[config.mk]
export PLATFORM = sky130hd
export DESIGN_NAME = i2c_arb
export DESIGN_NICKNAME = d
export VERILOG_FILES = /design/src/rtl/i2c_arb.sv
export SDC_FILE = /design/constraint.sdc
export NUM_CORES = 1
export LEC_CHECK = 0
export CAP_MARGIN = 20
export CORE_ASPECT_RATIO = 1.5
export CORE_MARGIN = 4
export CORE_UTILIZATION = 41
export DETAILED_ROUTE_END_ITERATION = 10
export PLACE_DENSITY_LB_ADDON = 0.3
export SLEW_MARGIN = 5
export SYNTH_ARGS = -nofsm -noshare
export SYNTH_HDL_FRONTEND = slang
export SYNTH_SLANG_ARGS = --single-unit
[constraint.sdc]
create_clock -name clk -period 2.4 [get_ports clk]
set_clock_uncertainty 0.2 [all_clocks]
set_input_delay 0.24 -clock clk [delete_from_list [all_inputs] [get_ports clk]]
set_output_delay 0.24 -clock clk [all_outputs]
set_load 0.02 [all_outputs]
[src/rtl/i2c_arb.sv]
// Two-port round-robin arbiter in front of a single I2C byte driver.
// Optional BUSY watchdog with driver abort is enabled by defining I2C_ARB_TIMEOUT_EN.
module i2c_arb #(
    parameter logic [15:0] TIMEOUT_CYC = 16'd4096
) (
    input  logic        clk,
    input  logic        rst,
    input  logic        req0_valid,
    input  logic        req0_wr,
    input  logic        req0_addr_num,
    input  logic [15:0] req0_addr,
    input  logic [7:0]  req0_wdata,
    output logic        req0_ready,
    output logic        req0_done,
    output logic [7:0]  req0_rdata,
    output logic        req0_err,
    input  logic        req1_valid,
    input  logic        req1_wr,
    input  logic        req1_addr_num,
    input  logic [15:0] req1_addr,
    input  logic [7:0]  req1_wdata,
    output logic        req1_ready,
    output logic        req1_done,
    output logic [7:0]  req1_rdata,
    output logic        req1_err,
    output logic        busy,
    output logic        drv_start,
    output logic        drv_wr_en,
    output logic        drv_rd_en,
    output logic        drv_addr_num,
    output logic [15:0] drv_byte_addr,
    output logic [7:0]  drv_wr_data,
    input  logic        drv_end,
    input  logic [7:0]  drv_rd_data,
    output logic        drv_abort
);

    typedef enum logic [1:0] {
        S_IDLE,
        S_ISSUE,
        S_BUSY,
        S_DONE
    } state_t;

    state_t      r_state;
    state_t      w_next;
    logic        r_grant;
    logic        w_grant;
    logic        r_last_grant;
    logic        w_last_grant;

    logic        r_ready0, w_ready0;
    logic        r_ready1, w_ready1;
    logic        r_done0, w_done0;
    logic        r_done1, w_done1;
    logic        r_err0, w_err0;
    logic        r_err1, w_err1;
    logic [7:0]  r_rdata0, w_rdata0;
    logic [7:0]  r_rdata1, w_rdata1;
    logic        r_busy, w_busy;
    logic        r_start, w_start;
    logic        r_abort, w_abort;
    logic        r_wr_en, w_wr_en;
    logic        r_rd_en, w_rd_en;
    logic        r_addr_num, w_addr_num;
    logic [15:0] r_byte_addr, w_byte_addr;
    logic [7:0]  r_wr_data, w_wr_data;

`ifdef I2C_ARB_TIMEOUT_EN
    logic [15:0] r_cnt, w_cnt;
`else
    logic        w_unused;
    assign w_unused = ^TIMEOUT_CYC;
`endif

    always_ff @(posedge clk or posedge rst) begin
        if (rst) begin
            r_state <= S_IDLE;
        end else begin
            r_state <= w_next;
        end
    end

    always_comb begin
        w_next       = r_state;
        w_grant      = r_grant;
        w_last_grant = r_last_grant;
        w_ready0     = 1'b0;
        w_ready1     = 1'b0;
        w_done0      = 1'b0;
        w_done1      = 1'b0;
        w_start      = 1'b0;
        w_abort      = 1'b0;
        w_err0       = r_err0;
        w_err1       = r_err1;
        w_rdata0     = r_rdata0;
        w_rdata1     = r_rdata1;
        w_wr_en      = r_wr_en;
        w_rd_en      = r_rd_en;
        w_addr_num   = r_addr_num;
        w_byte_addr  = r_byte_addr;
        w_wr_data    = r_wr_data;
`ifdef I2C_ARB_TIMEOUT_EN
        w_cnt        = r_cnt;
`endif
        unique case (r_state)
            S_IDLE: begin
                if (req0_valid | req1_valid) begin
                    // On a tie the port that did not win last time goes next
                    w_grant      = (req0_valid & req1_valid) ?
                                   ~r_last_grant : req1_valid;
                    w_last_grant = w_grant;
                    w_next       = S_ISSUE;
                    w_ready0     = ~w_grant;
                    w_ready1     = w_grant;
                    w_start      = 1'b1;
                    w_wr_en      = w_grant ? req1_wr : req0_wr;
                    w_rd_en      = ~w_wr_en;
                    w_addr_num   = w_grant ? req1_addr_num : req0_addr_num;
                    w_byte_addr  = w_grant ? req1_addr : req0_addr;
                    w_wr_data    = w_grant ? req1_wdata : req0_wdata;
                end
            end
            S_ISSUE: begin
                w_next = S_BUSY;
`ifdef I2C_ARB_TIMEOUT_EN
                w_cnt  = 16'd0;
`endif
            end
            S_BUSY: begin
                if (drv_end) begin
                    w_next  = S_DONE;
                    w_done0 = ~r_grant;
                    w_done1 = r_grant;
                    if (r_grant) begin
                        w_err1 = 1'b0;
                        if (r_rd_en) w_rdata1 = drv_rd_data;
                    end else begin
                        w_err0 = 1'b0;
                        if (r_rd_en) w_rdata0 = drv_rd_data;
                    end
                end
`ifdef I2C_ARB_TIMEOUT_EN
                else if (r_cnt == TIMEOUT_CYC - 16'd1) begin
                    w_next  = S_DONE;
                    w_done0 = ~r_grant;
                    w_done1 = r_grant;
                    w_abort = 1'b1;
                    if (r_grant) w_err1 = 1'b1;
                    else         w_err0 = 1'b1;
                end else begin
                    w_cnt = r_cnt + 16'd1;
                end
`endif
            end
            S_DONE: begin
                w_next      = S_IDLE;
                w_wr_en     = 1'b0;
                w_rd_en     = 1'b0;
                w_addr_num  = 1'b0;
                w_byte_addr = 16'd0;
                w_wr_data   = 8'd0;
            end
            default: w_next = S_IDLE;
        endcase
        w_busy = (w_next != S_IDLE);
    end

    always_ff @(posedge clk or posedge rst) begin
        if (rst) begin
            r_grant      <= 1'b0;
            r_last_grant <= 1'b1;
            r_ready0     <= 1'b0;
            r_ready1     <= 1'b0;
            r_done0      <= 1'b0;
            r_done1      <= 1'b0;
            r_err0       <= 1'b0;
            r_err1       <= 1'b0;
            r_rdata0     <= 8'd0;
            r_rdata1     <= 8'd0;
            r_busy       <= 1'b0;
            r_start      <= 1'b0;
            r_abort      <= 1'b0;
            r_wr_en      <= 1'b0;
            r_rd_en      <= 1'b0;
            r_addr_num   <= 1'b0;
            r_byte_addr  <= 16'd0;
            r_wr_data    <= 8'd0;
        end else begin
            r_grant      <= w_grant;
            r_last_grant <= w_last_grant;
            r_ready0     <= w_ready0;
            r_ready1     <= w_ready1;
            r_done0      <= w_done0;
            r_done1      <= w_done1;
            r_err0       <= w_err0;
            r_err1       <= w_err1;
            r_rdata0     <= w_rdata0;
            r_rdata1     <= w_rdata1;
            r_busy       <= w_busy;
            r_start      <= w_start;
            r_abort      <= w_abort;
            r_wr_en      <= w_wr_en;
            r_rd_en      <= w_rd_en;
            r_addr_num   <= w_addr_num;
            r_byte_addr  <= w_byte_addr;
            r_wr_data    <= w_wr_data;
        end
    end

`ifdef I2C_ARB_TIMEOUT_EN
    always_ff @(posedge clk or posedge rst) begin
        if (rst) begin
            r_cnt <= 16'd0;
        end else begin
            r_cnt <= w_cnt;
        end
    end
`endif

    assign req0_ready    = r_ready0;
    assign req1_ready    = r_ready1;
    assign req0_done     = r_done0;
    assign req1_done     = r_done1;
    assign req0_err      = r_err0;
    assign req1_err      = r_err1;
    assign req0_rdata    = r_rdata0;
    assign req1_rdata    = r_rdata1;
    assign busy          = r_busy;
    assign drv_start     = r_start;
    assign drv_abort     = r_abort;
    assign drv_wr_en     = r_wr_en;
    assign drv_rd_en     = r_rd_en;
    assign drv_addr_num  = r_addr_num;
    assign drv_byte_addr = r_byte_addr;
    assign drv_wr_data   = r_wr_data;

endmodule
==> results of run 1 <==
## how the worst min path moves through the flow
stage	from	endpoint	slack (ps)	cells past startpoint
2_1_floorplan	req0_valid	req1_ready$_DFF_PP0_	140	1
3_3_place_gp	req0_rdata[3]$_DFFE_PP0P_	req0_rdata[3]$_DFFE_PP0P_	290	1
3_5_place_dp	req0_rdata[4]$_DFFE_PP0P_	req0_rdata[4]$_DFFE_PP0P_	300	1
4_1_cts	rst	drv_wr_data[1]$_DFFE_PP0P_	70	2
5_1_grt	rst	drv_wr_data[1]$_DFFE_PP0P_	100	2
6_report	rst	drv_byte_addr[7]$_DFFE_PP0P_	70	2
## flip-flops by register name (all words and copies together), names as in the netlist
signal / flops
drv_byte_addr: 16
drv_wr_data: 8
req0_rdata: 8
req1_rdata: 8
r_state: 2
busy: 1
drv_addr_num: 1
drv_rd_en: 1
drv_start: 1
drv_wr_en: 1
r_grant: 1
r_last_grant: 1
req0_done: 1
req0_ready: 1
req1_done: 1
req1_ready: 1
## power groups by stage
| stage | Combinational, mW | Clock [mW] | Sequential [mW] |
|---|---|---|---|
| 4_1_cts | 2.14 | 0.570 | 1.42 |
| 3_3_place_gp | 2.10 | 0 | 1.43 |
| 3_5_place_dp | 2.14 | 0 | 1.43 |
| 6_report | 2.12 | 0.547 | 1.42 |
| 2_1_floorplan | 0.965 | 0 | 1.76 |
| 5_1_grt | 2.26 | 0.600 | 1.46 |
## routing by layer
layer  share of wire  GRT usage  vias to the layer above
met1            0.41      0.218                      947
met5               0          0                        -
met4           0.014     0.0622                        0
met3           0.048     0.0364                       10
met2            0.53      0.312                       68
li1                -          -                      863
## area by class of cell
| type | count | area (um^2) | area share |
|---|---|---|---|
| clock buffers | 7 | 96.3 | 0.0262 |
| clock inverters | 1 | 5.00 | 0.00136 |
| inverters | 7 | 26.3 | 0.00716 |
| multi-input cells | 100 | 933 | 0.254 |
| flip-flops and latches | 53 | 1330 | 0.361 |
| well taps | 72 | 90.1 | 0.0245 |
| repair buffers | 118 | 1190 | 0.325 |
## cells by family after synthesis
group	Yosys count
buf+inv	20
flops	53
simple gates	16
compound gates	62
fa+ha+maj	3
mux	16
other cells	1
## worst max-delay path, cell delays in order (launching register included)
cell	delay, ps
sky130_fd_sc_hd__dfrtp_1	420
sky130_fd_sc_hd__inv_1	90
sky130_fd_sc_hd__ha_1	240
sky130_fd_sc_hd__nand2_1	140
sky130_fd_sc_hd__nor3_4	820
sky130_fd_sc_hd__a221o_1	310
## cells in the final DEF (no fill, tap or decap)
cell / count
sky130_fd_sc_hd__o22ai_1: 1
sky130_fd_sc_hd__clkbuf_8: 7
sky130_fd_sc_hd__a21oi_1: 3
sky130_fd_sc_hd__and3b_1: 1
sky130_fd_sc_hd__a211oi_4: 1
sky130_fd_sc_hd__nand2_1: 6
sky130_fd_sc_hd__or3b_1: 1
sky130_fd_sc_hd__o21bai_1: 1
sky130_fd_sc_hd__dfrtp_1: 52
sky130_fd_sc_hd__conb_1: 3
sky130_fd_sc_hd__and3_1: 1
sky130_fd_sc_hd__clkdlybuf4s50_1: 113
sky130_fd_sc_hd__a32o_1: 1
sky130_fd_sc_hd__buf_12: 2
sky130_fd_sc_hd__inv_1: 6
sky130_fd_sc_hd__nor3_4: 1
sky130_fd_sc_hd__ha_1: 3
sky130_fd_sc_hd__mux2_2: 16
sky130_fd_sc_hd__or2_2: 1
sky130_fd_sc_hd__nand3_1: 1
sky130_fd_sc_hd__a21boi_0: 7
sky130_fd_sc_hd__nor2b_2: 1
sky130_fd_sc_hd__inv_2: 1
sky130_fd_sc_hd__clkinv_2: 1
sky130_fd_sc_hd__nor4b_1: 1
sky130_fd_sc_hd__or2_1: 1
sky130_fd_sc_hd__nor2_1: 1
sky130_fd_sc_hd__dfstp_2: 1
sky130_fd_sc_hd__buf_4: 3
sky130_fd_sc_hd__o21ai_0: 2
sky130_fd_sc_hd__a21boi_2: 19
sky130_fd_sc_hd__a221o_1: 26
sky130_fd_sc_hd__a211oi_1: 1
## metrics by stage
step	setup WS (ps)	cell area [um^2]
after floorplan	627	2420
after global placement	98.2	3570
after detailed placement	60.6	3570
after CTS	124	3670
after global routing	-2.13	3670
final	110	3670
==> results.yml, run 1 <==
run_status:
  outcome: "finished, final reports clean"
synth:
  synth_cell_types: 31
  count_of_yosys_warnings_during_synthesis: 0
  muxShareOfSynthArea: 0.0747
  netlist_area_um2: 2410
  synth_top_flop_cell: "sky130_fd_sc_hd__dfrtp_1"
  synthTopCellsByCount: "52 x sky130_fd_sc_hd__dfrtp_1, 26 x sky130_fd_sc_hd__a221o_1, 19 x sky130_fd_sc_hd__a21boi_2"
  synthesis.instances: 171
  synth_area_leaders: "sky130_fd_sc_hd__dfrtp_1 54%, sky130_fd_sc_hd__a221o_1 11%, sky130_fd_sc_hd__a21boi_2 8.9%"
  synth_xor_xnor_area_share: 0
  synth_top_area_frac: 0.539
  flop_and_latch_count_out_of_synthesis: 53
  post_synth_fa_ha_maj_area_fraction: 0.0156
  post-synth-top-area-cell: "sky130_fd_sc_hd__dfrtp_1"
  synth-async-reset-ratio: 1.00
  largest_family_of_logic_cells_by_synthesized_area: "compound AO/OA/AOI/OAI gates"
  postSynthAreaPerCell_um2: 14.1
  synth-compound-area-share: 0.247
  synth-seq-area-share: 0.550
  post-synth-top-count-cell: "sky130_fd_sc_hd__dfrtp_1"
  synth_simple_gate_area_frac: 0.0420
  synth_enable_flop_cells: 0
global_routing:
  grt_start_max_net_pins: 33
  grt_pass1_vias: 2010
  grt_use_total: 0.178
  antenna_found_initial: 0
  grt_pass1_wl_um: 10200
  globalRouteOverflowTotal: 0
layout:
  nets: 353
  area.growth.synth_to_final_pct: 52.2
  drive_gt1_frac: 0.189
  diodes: 0
  final_core_utilization: 0.639
  final-instance-count-excl-fill: 358
  total_of_fill_cells_in_the_finished_design: 487
worst_setup_path:
  path_class: "register to register"
  reg2reg_to: "drv_wr_data[4]$_DFFE_PP0P_"
  crit_path_start_kind: "register"
  timing.rr.start: "r_state[0]$_DFF_PP0_"
  reg2regPathDepth: 5
  crit_required_ps: 2440
  r2r_setup_slack_ps: 110
  worst-path-max-fanout: 26
  worst_setup_path_end_kind: "register"
  critical_path.endpoint: "drv_wr_data[4]$_DFFE_PP0P_"
  critical_path_arrival_ps: 2330
  crit_start: "r_state[0]$_DFF_PP0_"
power:
  post-layout-total-power_mw: 4.09
  power_density_nw_per_um2: 1110
  cellInternalPower_mw: 2.57
  seq_power_share: 0.347
  net-switching-power_mw: 1.52
  sw_frac_of_total: 0.371
  power.share.combinational: 0.519
  clockPowerShare: 0.134
  worst_ir_drop_vdd_v: 0.000698
  p_leak_nw: 1.56
job:
  max_cap_viol_count: 0
detailed_routing:
  via_count: 1888
  drt_pre_antenna_iters: 4
  totalWireLength_um: 6460
  drcViolationCount: 0
  vias_per_cell: 5.27
  route.antenna.remaining_nets: 0
  avgRoutedWirePerCell_um: 18.0
  detailedRoute.firstIterationViolations: 98
clock_network:
  post-cts-setup-buffer-count: 0
  cts_bufs_inserted: 5
  cts_tree: "done"
  clk_pin_slew_ps: 90
  ctsLongestPathBuffers: 2
  cts_sinks: 53
  h_tree_levels: 2
  cts.root.buffer_cell: "sky130_fd_sc_hd__clkbuf_8"
  count_of_cells_resized_by_post_cts_repair: 0
  worst_skew_pair.late_latency_ps: 300
  post_cts_hold_fix_bufs: 0
timing:
  timing.slew.headroom: 0.295
  rsz0062_at_grt: "true"
  setup-tns-final_ps: 0
  achievable-frequency_ghz: 0.437
  setup_viol: 0
  timing.final.crit_share: 0.954
  finalHoldViolations: 0
  final_period_minus_worst_setup_slack_ps: 2290
  timing.hold.ws_ps: 68.4
  worst-slew-pin-transition_ps: 1050
  final_max_slew_viol_count: 0
die:
  pin_count: 117
  start_util: 0.420
  floorplan_die_height_um: 102
  die_footprint_um2: 7200
  overall_die_width_um: 70.6
  core_um2: 5740
  num_rows: 34
place:
  gp_congestion: 0.808
  place.port_buffers: 113
  dp_hpwl_um: 4790
  placed_cells: 350
hold_path:
  holdCritPathClass: "primary input to async pin"
(Power assumes the default switching activity.)
==> inputs of run 2 (changes only) <==
--- a/config.mk
+++ b/config.mk
@@ -7,7 +7,7 @@
 export LEC_CHECK = 0
 export CAP_MARGIN = 20
 export CORE_ASPECT_RATIO = 1.5
-export CORE_MARGIN = 4
+export CORE_MARGIN = 1.5
 export CORE_UTILIZATION = 41
 export DETAILED_ROUTE_END_ITERATION = 10
 export PLACE_DENSITY_LB_ADDON = 0.3
==> run 2 against run 1 <==
Clock power increased by 14%. Clock-buffer cell count stayed put. Routed wire length down 5.5%. Sequential cell count unchanged. Die area shrank 12%. Critical path depth did not move. Critical path type unchanged. Critical endpoint is now drv_addr_num$_DFFE_PP0P_. Largest cell class unchanged. Highest routed layer unchanged.
==> results.yml, run 2 (same netlist as run 1, synthesis figures left out) <==
worst_setup_path:
  path_class: "register to register"
  worst_setup_path_end_kind: "register"
  crit_required_ps: 2440
  crit_start: "r_state[0]$_DFF_PP0_"
  r2r_setup_slack_ps: 380
  critical_path_arrival_ps: 2060
  timing.rr.start: "r_state[0]$_DFF_PP0_"
  crit_path_start_kind: "register"
  worst-path-max-fanout: 13
detailed_routing:
  drcViolationCount: 0
  avgRoutedWirePerCell_um: 17.0
  totalWireLength_um: 6100
  via_count: 1897
  route.antenna.remaining_nets: 0
  detailedRoute.firstIterationViolations: 111
  vias_per_cell: 5.27
  drt_pre_antenna_iters: 6
timing:
  final_period_minus_worst_setup_slack_ps: 2020
  worst-slew-pin-transition_ps: 618
  finalHoldViolations: 0
  timing.slew.headroom: 0.586
  setup_viol: 0
  setup-tns-final_ps: 0
  final_max_slew_viol_count: 0
  achievable-frequency_ghz: 0.495
  timing.final.crit_share: 0.841
  rsz0062_at_grt: "false"
die:
  floorplan_die_height_um: 96.9
  core_um2: 5740
  num_rows: 34
  start_util: 0.420
  die_footprint_um2: 6360
  overall_die_width_um: 65.6
  pin_count: 117
layout:
  multi_input_area_um2: 950
  diodes: 0
  leading_cell_type_in_the_layout_fill_and_taps_excluded: "sky130_fd_sc_hd__clkdlybuf4s50_1"
  final_cell_mix: "113 x sky130_fd_sc_hd__clkdlybuf4s50_1, 52 x sky130_fd_sc_hd__dfrtp_1, 26 x sky130_fd_sc_hd__a221o_1, 19 x sky130_fd_sc_hd__a21boi_2, 16 x sky130_fd_sc_hd__mux2_2"
  sequential_cell_area_um2: 1330
  largest_register_ff_count: 16
  layout.cell_area.non_filler_um2: 3700
  final-instance-count-excl-fill: 360
  total_of_fill_cells_in_the_finished_design: 470
  nets: 355
  drive_gt1_frac: 0.191
  area.growth.synth_to_final_pct: 53.3
clock_network:
  worst_skew_pair.late_latency_ps: 290
  cts_tree: "done"
  clk_pin_slew_ps: 100
  cts.root.buffer_cell: "sky130_fd_sc_hd__clkbuf_8"
  ctsLongestPathBuffers: 2
  cts_bufs_inserted: 5
  h_tree_levels: 2
  cts_sinks: 53
power:
  power_density_nw_per_um2: 1130
  worst_ir_drop_vdd_v: 0.000684
  p_leak_nw: 1.57
global_routing:
  globalRouteOverflowTotal: 0
  antenna_found_initial: 0
  grt_pass1_wl_um: 9920
  grt_use_total: 0.198
  grt_pass1_vias: 1956
  grt_start_max_net_pins: 28
job:
  max_cap_viol_count: 0
place:
  dp_hpwl_um: 4350
  gp_congestion: 0.785
  placed_cells: 351
  post_dp_cell_area_um2: 3570
  place.port_buffers: 113
hold_path:
  holdCritPathClass: "primary input to async pin"
run_status:
  outcome: "finished, final reports clean"
-- run 2: cell types whose count changed in the layout (fill, tap and decap cells not counted), sizes merged --
| cell | previous run | this run |
|---|---|---|
| nor3 | 1 | 2 |
| bufinv | 0 | 1 |
| clkinv | 1 | 0 |
| buf | 5 | 6 |
-- run 2: where the power goes --
part	switching [mW]	internal [mW]	total [mW]
Combinational	1.05	1.09	2.14
Sequential	0.183	1.23	1.41
Clock	0.280	0.340	0.621
-- run 2: final timing paths --
kind                                            endpoint  depth (start not counted)
min reg2reg                    req1_rdata[5]$_DFFE_PP0P_                          1
max in group asynchronous       r_last_grant$_DFFE_PP1P_                          3
max reg2reg                     drv_addr_num$_DFFE_PP0P_                          5
min                        drv_byte_addr[11]$_DFFE_PP0P_                          2
max                             drv_addr_num$_DFFE_PP0P_                          5
min in group clk               req1_rdata[5]$_DFFE_PP0P_                          1
-- run 2: critical path, stage by stage, from the launching register on --
cell and delay (ps):
sky130_fd_sc_hd__dfrtp_1 410, sky130_fd_sc_hd__inv_1 90, sky130_fd_sc_hd__ha_1 250, sky130_fd_sc_hd__nand2_1 220
sky130_fd_sc_hd__nor3_4 540, sky130_fd_sc_hd__a221o_1 260
-- run 2: layout make-up --
cell class | instances | area share
repair buffers | 119 | 0.321
clock inverters | 1 | 0.00812
multi-input cells | 101 | 0.257
inverters | 7 | 0.00710
clock buffers | 7 | 0.0233
flip-flops and latches | 53 | 0.359
well taps | 72 | 0.0244
-- run 2: per-stage QoR --
stage | power (mW) | setup WS, ps | hold slack, ps | utilization
after detailed placement | 3.55 | 64.1 | 292 | 0.621
after floorplan | 2.72 | 627 | 142 | -
after global placement | 3.51 | 115 | 288 | 0.621
after CTS | 4.19 | 144 | 84.1 | 0.641
after global routing | 4.41 | 211 | 99.4 | 0.644
final | 4.17 | 381 | 63.4 | 0.644
-- run 2: repair_timing --
action                     in CTS  in global routing
gates resized for setup         0                  1
setup buffers                   0                  0
setup endpoints to repair       0                 26
hold buffers                    0                  0
-- run 2: metal layers --
metal  track usage  vias up  part of all wire
met2         0.336       74              0.52
met1         0.252      948              0.41
met4        0.0481        0             0.011
met5             0        -                 0
li1              -      869                 -
met3        0.0419        6             0.057
